File: src/rtl/sdram_init_refresh_if.sv
// Command handshake between the init/refresh sequencer and the SDRAM controller.
interface sdram_init_refresh_if;
  logic        cmd_valid;
  logic        cmd_ack;
  logic [1:0]  cmd_code;
  logic [11:0] mode_value;

  modport master (output cmd_valid, cmd_code, mode_value, input cmd_ack);
  modport slave  (input cmd_valid, cmd_code, mode_value, output cmd_ack);
endinterface

File: src/rtl/sdram_init_refresh.sv
// SDRAM power-up initialisation sequence and periodic auto-refresh scheduler
// with a saturating refresh backlog deferred while the Z2 bus is busy.
module sdram_init_refresh #(
  parameter int          INIT_WAIT        = 14200,
  parameter int          REFRESH_INTERVAL = 1100,
  parameter int          INIT_REFRESHES   = 8,
  parameter int          MAX_PENDING      = 7,
  parameter int          T_RP             = 3,
  parameter int          T_RFC            = 7,
  parameter int          T_MRD            = 2,
  parameter logic [11:0] MODE_VALUE       = 12'h020
) (
  input  logic                        MEMCLK,
  input  logic                        RESET_n,
  input  logic                        bus_idle,
  sdram_init_refresh_if.master        cmd,
  output logic                        cke,
  output logic                        init_done,
  output logic                        refresh_urgent,
  output logic                        refresh_overrun
);
  localparam int W1   = (INIT_WAIT > T_RFC) ? INIT_WAIT : T_RFC;
  localparam int W2   = (T_RP > T_MRD) ? T_RP : T_MRD;
  localparam int WMAX = (W1 > W2) ? W1 : W2;
  localparam int CW   = $clog2(WMAX + 1);
  localparam int IW   = $clog2(REFRESH_INTERVAL + 1);
  localparam int NW   = $clog2(INIT_REFRESHES + 1);
  localparam int BW   = $clog2(MAX_PENDING + 1);

  localparam logic [1:0] C_NOP = 2'b00;
  localparam logic [1:0] C_PRE = 2'b01;
  localparam logic [1:0] C_REF = 2'b10;
  localparam logic [1:0] C_LMR = 2'b11;

  typedef enum logic [2:0] {
    S_INIT_WAIT, S_PRE, S_WAIT_RP, S_INIT_REF, S_WAIT_RFC, S_LMR, S_WAIT_MRD, S_RUN
  } state_t;

  state_t        state;
  logic [CW-1:0] cnt;
  logic [IW-1:0] icnt;
  logic [NW-1:0] init_cnt;
  logic [BW-1:0] backlog, backlog_nxt;
  logic          in_rfc;
  logic          ack, tick, rfc_done;

  assign cmd.mode_value = MODE_VALUE;
  assign ack      = cmd.cmd_valid & cmd.cmd_ack;
  assign tick     = (state == S_RUN) && (icnt == IW'(REFRESH_INTERVAL - 1));
  assign rfc_done = in_rfc && (cnt == CW'(T_RFC - 1));

  // A tick and an ack on the same edge cancel out.
  always_comb begin
    backlog_nxt = backlog;
    if (state == S_RUN) begin
      if (tick && !ack) begin
        if (backlog != BW'(MAX_PENDING)) backlog_nxt = backlog + BW'(1);
      end else if (ack && !tick) begin
        backlog_nxt = backlog - BW'(1);
      end
    end
  end

  always_ff @(posedge MEMCLK or negedge RESET_n) begin
    if (!RESET_n) begin
      state           <= S_INIT_WAIT;
      cnt             <= '0;
      icnt            <= '0;
      init_cnt        <= '0;
      backlog         <= '0;
      in_rfc          <= 1'b0;
      cmd.cmd_valid   <= 1'b0;
      cmd.cmd_code    <= C_NOP;
      cke             <= 1'b0;
      init_done       <= 1'b0;
      refresh_urgent  <= 1'b0;
      refresh_overrun <= 1'b0;
    end else begin
      cke <= 1'b1;
      if (ack) begin
        cmd.cmd_valid <= 1'b0;
        cmd.cmd_code  <= C_NOP;
      end
      case (state)
        S_INIT_WAIT:
          if (cnt == CW'(INIT_WAIT - 1)) begin
            cnt           <= '0;
            state         <= S_PRE;
            cmd.cmd_valid <= 1'b1;
            cmd.cmd_code  <= C_PRE;
          end else cnt <= cnt + CW'(1);
        S_PRE:
          if (ack) state <= S_WAIT_RP;
        S_WAIT_RP:
          if (cnt == CW'(T_RP - 1)) begin
            cnt           <= '0;
            state         <= S_INIT_REF;
            cmd.cmd_valid <= 1'b1;
            cmd.cmd_code  <= C_REF;
          end else cnt <= cnt + CW'(1);
        S_INIT_REF:
          if (ack) begin
            init_cnt <= init_cnt + NW'(1);
            state    <= S_WAIT_RFC;
          end
        S_WAIT_RFC:
          if (cnt == CW'(T_RFC - 1)) begin
            cnt           <= '0;
            cmd.cmd_valid <= 1'b1;
            if (init_cnt == NW'(INIT_REFRESHES)) begin
              state        <= S_LMR;
              cmd.cmd_code <= C_LMR;
            end else begin
              state        <= S_INIT_REF;
              cmd.cmd_code <= C_REF;
            end
          end else cnt <= cnt + CW'(1);
        S_LMR:
          if (ack) state <= S_WAIT_MRD;
        S_WAIT_MRD:
          if (cnt == CW'(T_MRD - 1)) begin
            cnt       <= '0;
            icnt      <= '0;
            state     <= S_RUN;
            init_done <= 1'b1;
          end else cnt <= cnt + CW'(1);
        S_RUN: begin
          icnt <= tick ? '0 : icnt + IW'(1);
          if (tick && backlog == BW'(MAX_PENDING)) refresh_overrun <= 1'b1;
          if (ack) begin
            in_rfc <= 1'b1;
            cnt    <= '0;
          end else if (in_rfc) begin
            if (rfc_done) in_rfc <= 1'b0;
            else          cnt    <= cnt + CW'(1);
          end
          // The request may go out on the edge that closes the tRFC window.
          if (!cmd.cmd_valid && (!in_rfc || rfc_done) && backlog != '0 && bus_idle) begin
            cmd.cmd_valid <= 1'b1;
            cmd.cmd_code  <= C_REF;
          end
        end
        default: state <= S_INIT_WAIT;
      endcase
      backlog        <= backlog_nxt;
      refresh_urgent <= (backlog_nxt == BW'(MAX_PENDING));
    end
  end
endmodule

File: src/flat_wrapper.sv
// flat-port wrapper written by rule: the top's interface ports become plain ports
module sdram_init_refresh_flat 
#(
  parameter int          INIT_WAIT        = 14200,
  parameter int          REFRESH_INTERVAL = 1100,
  parameter int          INIT_REFRESHES   = 8,
  parameter int          MAX_PENDING      = 7,
  parameter int          T_RP             = 3,
  parameter int          T_RFC            = 7,
  parameter int          T_MRD            = 2,
  parameter logic [11:0] MODE_VALUE       = 12'h020
)
  (MEMCLK, RESET_n, bus_idle, cke, init_done, refresh_urgent, refresh_overrun, cmd_cmd_valid, cmd_cmd_code, cmd_mode_value, cmd_cmd_ack);
  sdram_init_refresh_if cmd_i ();
  input  logic MEMCLK;
  input  logic RESET_n;
  input  logic bus_idle;
  output logic cke;
  output logic init_done;
  output logic refresh_urgent;
  output logic refresh_overrun;
  output wire logic [$bits(cmd_i.cmd_valid)-1:0] cmd_cmd_valid;
  output wire logic [$bits(cmd_i.cmd_code)-1:0] cmd_cmd_code;
  output wire logic [$bits(cmd_i.mode_value)-1:0] cmd_mode_value;
  input wire logic [$bits(cmd_i.cmd_ack)-1:0] cmd_cmd_ack;
  assign cmd_cmd_valid = cmd_i.cmd_valid;
  assign cmd_cmd_code = cmd_i.cmd_code;
  assign cmd_mode_value = cmd_i.mode_value;
  assign cmd_i.cmd_ack = cmd_cmd_ack;
  sdram_init_refresh #(.INIT_WAIT(INIT_WAIT), .REFRESH_INTERVAL(REFRESH_INTERVAL), .INIT_REFRESHES(INIT_REFRESHES), .MAX_PENDING(MAX_PENDING), .T_RP(T_RP), .T_RFC(T_RFC), .T_MRD(T_MRD), .MODE_VALUE(MODE_VALUE)) u_core (.MEMCLK(MEMCLK), .RESET_n(RESET_n), .bus_idle(bus_idle), .cmd(cmd_i), .cke(cke), .init_done(init_done), .refresh_urgent(refresh_urgent), .refresh_overrun(refresh_overrun));
endmodule
File: config.mk
export PLATFORM = sky130hd
export DESIGN_NAME = sdram_init_refresh_flat
export DESIGN_NICKNAME = d
export VERILOG_FILES = /design/src/rtl/sdram_init_refresh_if.sv /design/src/rtl/sdram_init_refresh.sv /design/src/flat_wrapper.sv
export SDC_FILE = /design/constraint.sdc
export NUM_CORES = 1
export LEC_CHECK = 0
export ABC_AREA = 1
export BUFFER_PORTS_ARGS = -buffer_cell sky130_fd_sc_hd__clkbuf_2
export CORE_MARGIN = 2
export CORE_UTILIZATION = 31
export DETAILED_ROUTE_END_ITERATION = 10
export SLEW_MARGIN = 20
export SYNTH_ARGS = -nofsm -noshare
export SYNTH_HDL_FRONTEND = slang
export SYNTH_SLANG_ARGS = --single-unit
File: constraint.sdc
create_clock -name MEMCLK -period 2.3 [get_ports MEMCLK]
set_input_delay 0 -clock MEMCLK [delete_from_list [all_inputs] [get_ports MEMCLK]]
set_output_delay 0 -clock MEMCLK [all_outputs]
set_load 0.02 [all_outputs]
Yosys cells after proc, flatten, opt, wreduce, memory -nomap -nowiden
Index checks and enable logic that the tools add are counted.

cells by class
  equality and inequality tests = 25
  add/sub/neg operators = 5
  reduce and logical (&&, ||, !) cells = 24
  bitwise operators = 1
  mux-type cells = 40

operators by type and width
  operator                                              number
  2-to-1 mux 14 bit                                     7
  case mux 14 bit (5 select lines)                      1
  2-to-1 mux 3 bit                                      12
  2-to-1 mux 11 bit                                     2
  case mux 11 bit (2 select lines)                      1
  case mux 3 bit (7 select lines)                       1
  equality test 3 bit, second input constant            6
  adder 14 x 1 -> 14 bit, second input constant         1
  equality test 14 x 1 -> 1 bit, second input constant  1
  equality test 14 bit, second input constant           1
  equality test 14 x 2 -> 1 bit, second input constant  1
  equality test 14 x 3 -> 1 bit, second input constant  1
  != test 2 x 1 -> 1 bit, second input constant         7
  adder 11 x 1 -> 11 bit, second input constant         1
  equality test 11 bit, second input constant           1
  2-to-1 mux 2 bit                                      5
  2-to-1 mux 1 bit                                      9
  logical AND 1 bit                                     8
  case mux 2 bit (4 select lines)                       1
  AND reduction 2 bit                                   4
  AND reduction 8 bit                                   1
  nonzero test 7 bit                                    1
  equality test 3 x 2 -> 1 bit, second input constant   2
  nonzero test 5 bit                                    1
  16 further kinds                                      19

word-level totals
  output and inout bits = 19
  bits in registers = 43
  input bits = 4

Logic depth before layout (Yosys ltp)
Gate-level depths: netlist (run 1).

  word-level depth = 8
  mapped depth = 12

Worst setup path after synthesis (run 1)
No wires, ideal clock.

  path kind = register to register
  start point = reg u_core.cnt[0]
  end point = reg u_core.cnt[10]
  arrival time = 1.559 ns
  data required time = 2.181 ns
  buffers on the path = 1
  period minus slack after synthesis = 1.678 ns
  stages on the path, launching flop included = 13
  library setup time = 0.119 ns
  setup slack = 0.622 ns
  cell sequence = dfrtp_1 -> inv_1 -> ha_1 -> nand3_1 -> nor2_4 -> nand2_4 -> nand2_4 -> nand2_4 -> nand2_4 -> nand2_4 -> buf_6 -> a21oi_1 -> nor2_1

between the ends
  longest elaborated chain between the ends = 5
  elaborated cells between the ends (all ways) = 16
  those cells by class = add/sub (1); eq/ne (5); mux (8); reduce/logical (2)

RTL lines
  item                              RTL line                   RTL
  start: declaration                sdram_init_refresh.sv:40   logic [CW-1:0] cnt;
  start signal: assignment          sdram_init_refresh.sv:91   end else cnt <= cnt + CW'(1);
  start signal: assignment          sdram_init_refresh.sv:100  end else cnt <= cnt + CW'(1);
  start signal: assignment          sdram_init_refresh.sv:117  end else cnt <= cnt + CW'(1);
  adder 14 x 1 -> 14 bit            n/a
  2-to-1 mux 14 bit                 sdram_init_refresh.sv:134  if (rfc_done) in_rfc <= 1'b0;
  2-to-1 mux 14 bit                 sdram_init_refresh.sv:133  end else if (in_rfc) begin
  2-to-1 mux 14 bit                 sdram_init_refresh.sv:130  if (ack) begin
  case mux 14 bit (5 select lines)  sdram_init_refresh.sv:84   case (state)

Parallel ways exist; a longest one is shown, timed or not. The select of a mux whose other input is x is not followed.
A chain may end at the register's enable or synchronous reset.

Final worst setup path (run 1)
  start point = reg u_core.cnt[0]
  end point = reg u_core.cnt[1]

The elaborated chain is that of the path after synthesis.

==> impl_metrics.toml, run 1 <==
[timing]
fin_skew_ps = 11.0
final-setup-viol-count = 0
period_minus_slack_ps = 1950
rsz0062_at_grt = "no"
drv_slew = 0
tightest_slew_ps = 512
holdWs_ps = 40.3
hold_viol_final = 0
finalCritPeriodShare_pct = 84.8
setup_tns_ps = 0
relSlewSlack_pct = 65.7
fmax_mhz = 512

[critical_path]
critPathBufInv = 1
path_max_fanout = 10
r2r-end = "u_core.cnt[1]"
cp.required_ps = 2510
rrSetupSlack_ps = 350
cpMaxStageDelayCell = "dfrtp_1"
worstPathCellList = "inv_1, ha_1, nand3_1, nor2_4, nand2_4, nand2_4, nand2_4, a21oi_4, nor2_1, nand2_1, nand2_1"
critPathKind = "reg2reg"
crit_arrival_ps = 2160
cp-end-kind = "flip-flop"
crit_family = "simple AND/OR/NAND/NOR gates"
reg2reg_depth = 11
start_kind = "flip-flop"
r2r_start = "u_core.cnt[0]"
cp_common_cell = "nand2_4"
cpPeakStageDelay_ps = 440

[final_layout]
nFillCells = 1074
multi_input_area_um2 = 1650
n_antenna_cell = 0
finalNonFillerCells = 577
layout_commonest_cell = "nand2_1"
seq_area_um2 = 1080
final_nets = 456
syn2layout_area_growth_pct = 7.90
final_cell_mix = "nand2_1 (123), inv_1 (48), nand3_1 (46)"
drive_above_1_share_pct = 9.68

[floorplan]
die_h_um = 103
start_util_pct = 31.4
io_pins = 23
die_area_um2 = 10600
core_area_um2 = 9640
rows = 36
die_x_um = 103

[global_routing]
grt_pass1_wl_um = 11900
antenna_found_initial = 0
grt_util_all_layers_pct = 14.2
grt_max_degree = 26
grt_pass1_vias = 2592
overflow = 0

[routing]
drc = 0
first_iter_violations = 102
wl_per_cell_um = 12.2
dr.pass1.iters = 4
dr_total_vias = 2706
ant_nets = 0
wl_um = 7070
via_per_inst = 4.69

[placement]
port_buffers = 10
gp_congestion = 0.861
dp_hpwl_um = 5420
dp.cells = 568

[power]
peakVddDrop_v = 0.000321
p_leak_uw = 0.00162
p_per_area_nw_per_um2 = 922

[clock_network]
cts_buffer_depth = 2
htree_num_levels = 2
ctsResizeCount = 0
cts_inserted_buffers = 5
clkTransAtPathRegs_ps = 90
cts_tree = "yes"
cts_setup_buffers = 0
clk_latency_ps = 310
root_buffer = "clkbuf_8"
postCtsHoldBufs = 1
cts.sinks = 43

[run_status]
status = "finished, final reports clean"

[logic_synthesis]
ys_warn_count = 0
ys.flop_type = "dfrtp_1"
synth.distinct_cells = 39
synth_edf_count = 0
seq_area_frac_synth_pct = 35.6
synthCells = 429
synthArstFlopShare_pct = 100
netlist_area_um2 = 3020
syn_area_per_cell_um2 = 7.05
synth_seq_cells = 43

[hold_path]
min_path_cells = 3
whs_endpoint = "u_core.cmd.cmd_valid"
hold_class = "in2reg"
hp-start = "cmd_cmd_ack"

[run]
maxCapViolCount = 0
-- metal layers --
| layer | share of wire, % | vias to the layer above | track usage, % |
|---|---|---|---|
| met2 | 47 | 53 | 23.9 |
| met3 | 3.3 | 13 | 2.37 |
| met1 | 48 | 1239 | 18.5 |
| met5 | 0 | - | 0 |
| met4 | 2.0 | 0 | 4.96 |
| li1 | - | 1401 | - |
-- final cells by class --
cell class | count | share of cell area, %
sequential | 43 | 33.0
multi-input combinational | 325 | 50.5
clock inverter | 2 | 0.383
inverter | 53 | 6.10
clock buffer | 6 | 2.22
tap | 133 | 5.10
timing repair buffer | 15 | 2.76
-- cell families after synthesis --
kind of cell | Yosys count | share of synthesized area (%)
compound gates | 44 | 9.06
xor+xnor | 6 | 1.74
fa+ha+maj | 9 | 3.72
buf+inv | 72 | 11.3
flops | 43 | 35.6
other cells | 2 | 0.248
simple gates | 253 | 38.3
-- stage by stage --
step,setup slack (ps),instance area (um2),utilization (%),power (uW)
final,348,3260,33.9,3010
after floorplan,622,3070,-,2250
after detailed placement,372,3170,32.9,2520
after CTS,354,3260,33.9,3030
after global placement,405,3170,32.9,2490
after global routing,249,3260,33.9,3260
-- report_power, final --
part	total, uW	switching [uW]	internal [uW]
clock network	498	285	213
registers	1180	252	927
logic	1330	906	424
total	3010	1440	1560
-- registers in the layout, summed over array words and instances, names as in the netlist --
name                    count
u_core.backlog              3
u_core.refresh_urgent       1
u_core.in_rfc               1
u_core.cnt                 14
u_core.init_cnt             4
u_core.state                3
u_core.cmd.cmd_valid        1
u_core.cmd.cmd_code         2
u_core.refresh_overrun      1
u_core.cke                  1
u_core.icnt                11
u_core.init_done            1
-- cell usage after synthesis (2+ instances only) --
cell type	number	area (um2)
nand2_1	123	462
inv_1	48	180
nand3_1	46	230
dfrtp_1	43	1080
nor2_1	40	150
nand4_1	19	119
buf_4	15	113
o21ai_0	14	70.1
ha_1	9	113
a21oi_1	8	40.0
nor3_1	8	40.0
inv_2	5	18.8
nand2_4	5	56.3
o21ai_1	5	25.0
o211ai_1	4	30.0
xor2_1	4	35.0
nor2_2	3	18.8
o21bai_1	3	22.5
buf_6	2	22.5
conb_1	2	7.51
nand2_2	2	12.5
nor2_4	2	22.5
o22ai_1	2	12.5
xnor2_1	2	17.5
-- worst reg2reg max path, delay by kind of cell (launching register included) --
| kind | cells | cell delay (ps) |
|---|---|---|
| AO/OA/AOI/OAI | 1 | 330 |
| adder cells (fa/ha/maj) | 1 | 180 |
| AND/OR/NAND/NOR | 8 | 810 |
| buffers and inverters | 1 | 90 |
| flip-flops | 1 | 440 |
-- worst max path at each step --
stage,slack (ps),cells past startpoint,startpoint,end
2_1_floorplan,620,12,u_core.cnt[0],u_core.cnt[10]
3_3_place_gp,400,11,u_core.cnt[0],u_core.cnt[1]
3_5_place_dp,370,11,u_core.cnt[0],u_core.cnt[1]
4_1_cts,350,11,u_core.cnt[0],u_core.cnt[1]
5_1_grt,250,11,u_core.cnt[0],u_core.cnt[1]
6_report,350,11,u_core.cnt[0],u_core.cnt[1]
No activity file was read; power rests on OpenSTA's default activity.
==> run 2, diff against run 1 <==
==> constraint.sdc (replaced) <==
create_clock -name MEMCLK -period 2 [get_ports MEMCLK]
set_input_delay 0 -clock MEMCLK [delete_from_list [all_inputs] [get_ports MEMCLK]]
set_output_delay 0 -clock MEMCLK [all_outputs]
set_load 0.02 [all_outputs]
==> impl_metrics.toml, run 2 (synthesis results as in run 1) <==
[run_status]
status = "finished, final reports clean"

[hold_path]
hold_class = "in2reg"
hp-start = "cmd_cmd_ack"

[power]
p_leak_uw = 0.00171
p_per_area_nw_per_um2 = 1090
peakVddDrop_v = 0.000359
power_uw = 3690

[final_layout]
seq_area_um2 = 1080
syn2layout_area_growth_pct = 12.2
post-route-cell-area_um2 = 3390
n_antenna_cell = 0
final_nets = 468
layout_commonest_cell = "nand2_1"
drive_above_1_share_pct = 12.1
largest_reg_flops = 14
reg_top3 = "u_core.cnt: 14 flops, u_core.icnt: 11 flops, u_core.init_cnt: 4 flops"
final_cell_mix = "nand2_1 (123), inv_1 (48), nand3_1 (46)"
nFillCells = 1001
top_register = "u_core.cnt"
multi_input_area_um2 = 1660

[timing]
fmax_mhz = 552
setup_tns_ps = 0
period_minus_slack_ps = 1810
setup_ws_ps = 188
tightest_slew_ps = 520
fin_skew_ps = 14.0
finalCritPeriodShare_pct = 90.6
drv_slew = 0
hold_viol_final = 0
relSlewSlack_pct = 65.3
rsz0062_at_grt = "no"
final-setup-viol-count = 0

[floorplan]
rows = 36
start_util_pct = 31.4
core_area_um2 = 9640
die_area_um2 = 10600
io_pins = 23
die_x_um = 103
die_h_um = 103

[clock_network]
htree_num_levels = 2
cts_buffer_depth = 2
cts.sinks = 43
cts_inserted_buffers = 5
cts_tree = "yes"
clkTransAtPathRegs_ps = 90
clk_latency_ps = 290
root_buffer = "clkbuf_8"

[critical_path]
start_kind = "flip-flop"
cp-end-kind = "flip-flop"
crit_arrival_ps = 1980
r2r_start = "u_core.cnt[0]"
worstPathCellList = "ha_1, nand2_1, nor3_1, nand2_1, a21oi_1, nand3_1, nand2_1, o21ai_1"
cp-startpoint = "u_core.cnt[0]"
critPathBufInv = 0
critPathKind = "reg2reg"
cpMaxStageDelayCell = "dfrtp_1"
crit_family = "simple AND/OR/NAND/NOR gates"
cpPeakStageDelay_ps = 420
path_max_fanout = 5
cp_common_cell = "nand2_1"
cp.required_ps = 2170

[routing]
dr_total_vias = 2783
drc = 0
dr.pass1.iters = 6
first_iter_violations = 186
wl_per_cell_um = 12.2
wl_um = 7150
via_per_inst = 4.73
ant_nets = 0

[placement]
place_area_um2 = 3240
dp_hpwl_um = 5480
place_ws_ps = 87.5
port_buffers = 10
gp_congestion = 0.921

[global_routing]
grt_util_all_layers_pct = 14.7
grt_pass1_vias = 2757
overflow = 0
antenna_found_initial = 0
grt_pass1_wl_um = 12400
grt_max_degree = 26

[run]
maxCapViolCount = 0
[run 2: changes by cell type in the layout (fill, tap and decap cells not counted)]
| cell | previous run | this run |
|---|---|---|
| buf_12 | 0 | 1 |
| nand2_4 | 5 | 6 |
| clkinvlp_4 | 1 | 0 |
| o21ai_2 | 1 | 2 |
| o21ai_1 | 5 | 4 |
| buf_4 | 4 | 15 |
| nand2_2 | 2 | 1 |
| bufinv_16 | 0 | 1 |
| clkinv_2 | 1 | 0 |
[run 2: tightest hold or removal path: cells and delay by family]
family        cells  cell delay, ps
simple gates      2             180
buf+inv           1              90
[run 2: power breakdown]
part           switching [uW]  internal (uW)
Sequential                251           1070
Clock                     295            367
Combinational            1120            595
[run 2: through the flow]
stage | util [%] | hold WS (ps) | std cells
global route | 35.2 | 38.3 | 588
CTS | 34.8 | 20.5 | 584
finish | 35.2 | 33.3 | 588
detailed placement | 33.6 | 1.40 | 576
global placement | 33.6 | -10.1 | 576
floorplan | - | -296 | 440
[run 2: worst paths after layout]
kind                                        endpoint  slack [ps]  cells after the start
worst max register to register       u_core.state[1]         190                      8
worst max-delay path                 u_core.state[1]         190                      8
worst min-delay path            u_core.cmd.cmd_valid          30                      3
worst min register to register    u_core.init_cnt[3]         480                      1
max in group asynchronous             u_core.cnt[11]        1270                      3
min in group asynchronous                 u_core.cke         210                      2
[run 2: metal layers]
metal	track usage [%]	vias up	part of all wire, %
li1	-	1432	-
met1	18.7	1266	47
met2	25.3	77	47
met3	2.17	8	4.3
met4	4.96	0	1.3
met5	0	-	0
[run 2: timing repair]
action	4_1_cts	5_1_grt
gates resized for setup	0	2
setup endpoints to repair	0	8
endpoints found under the hold margin	18	0
buffers inserted	0	4
hold buffers	1	0
[run 2: area by class of cell]
| type | count | share of cell area, % |
|---|---|---|
| clock buffer | 6 | 2.14 |
| clock inverter | 1 | 0.885 |
| inverter | 53 | 5.87 |
| multi-input combinational | 325 | 48.8 |
| sequential | 43 | 31.7 |
| tap | 133 | 4.91 |
| timing repair buffer | 27 | 5.68 |
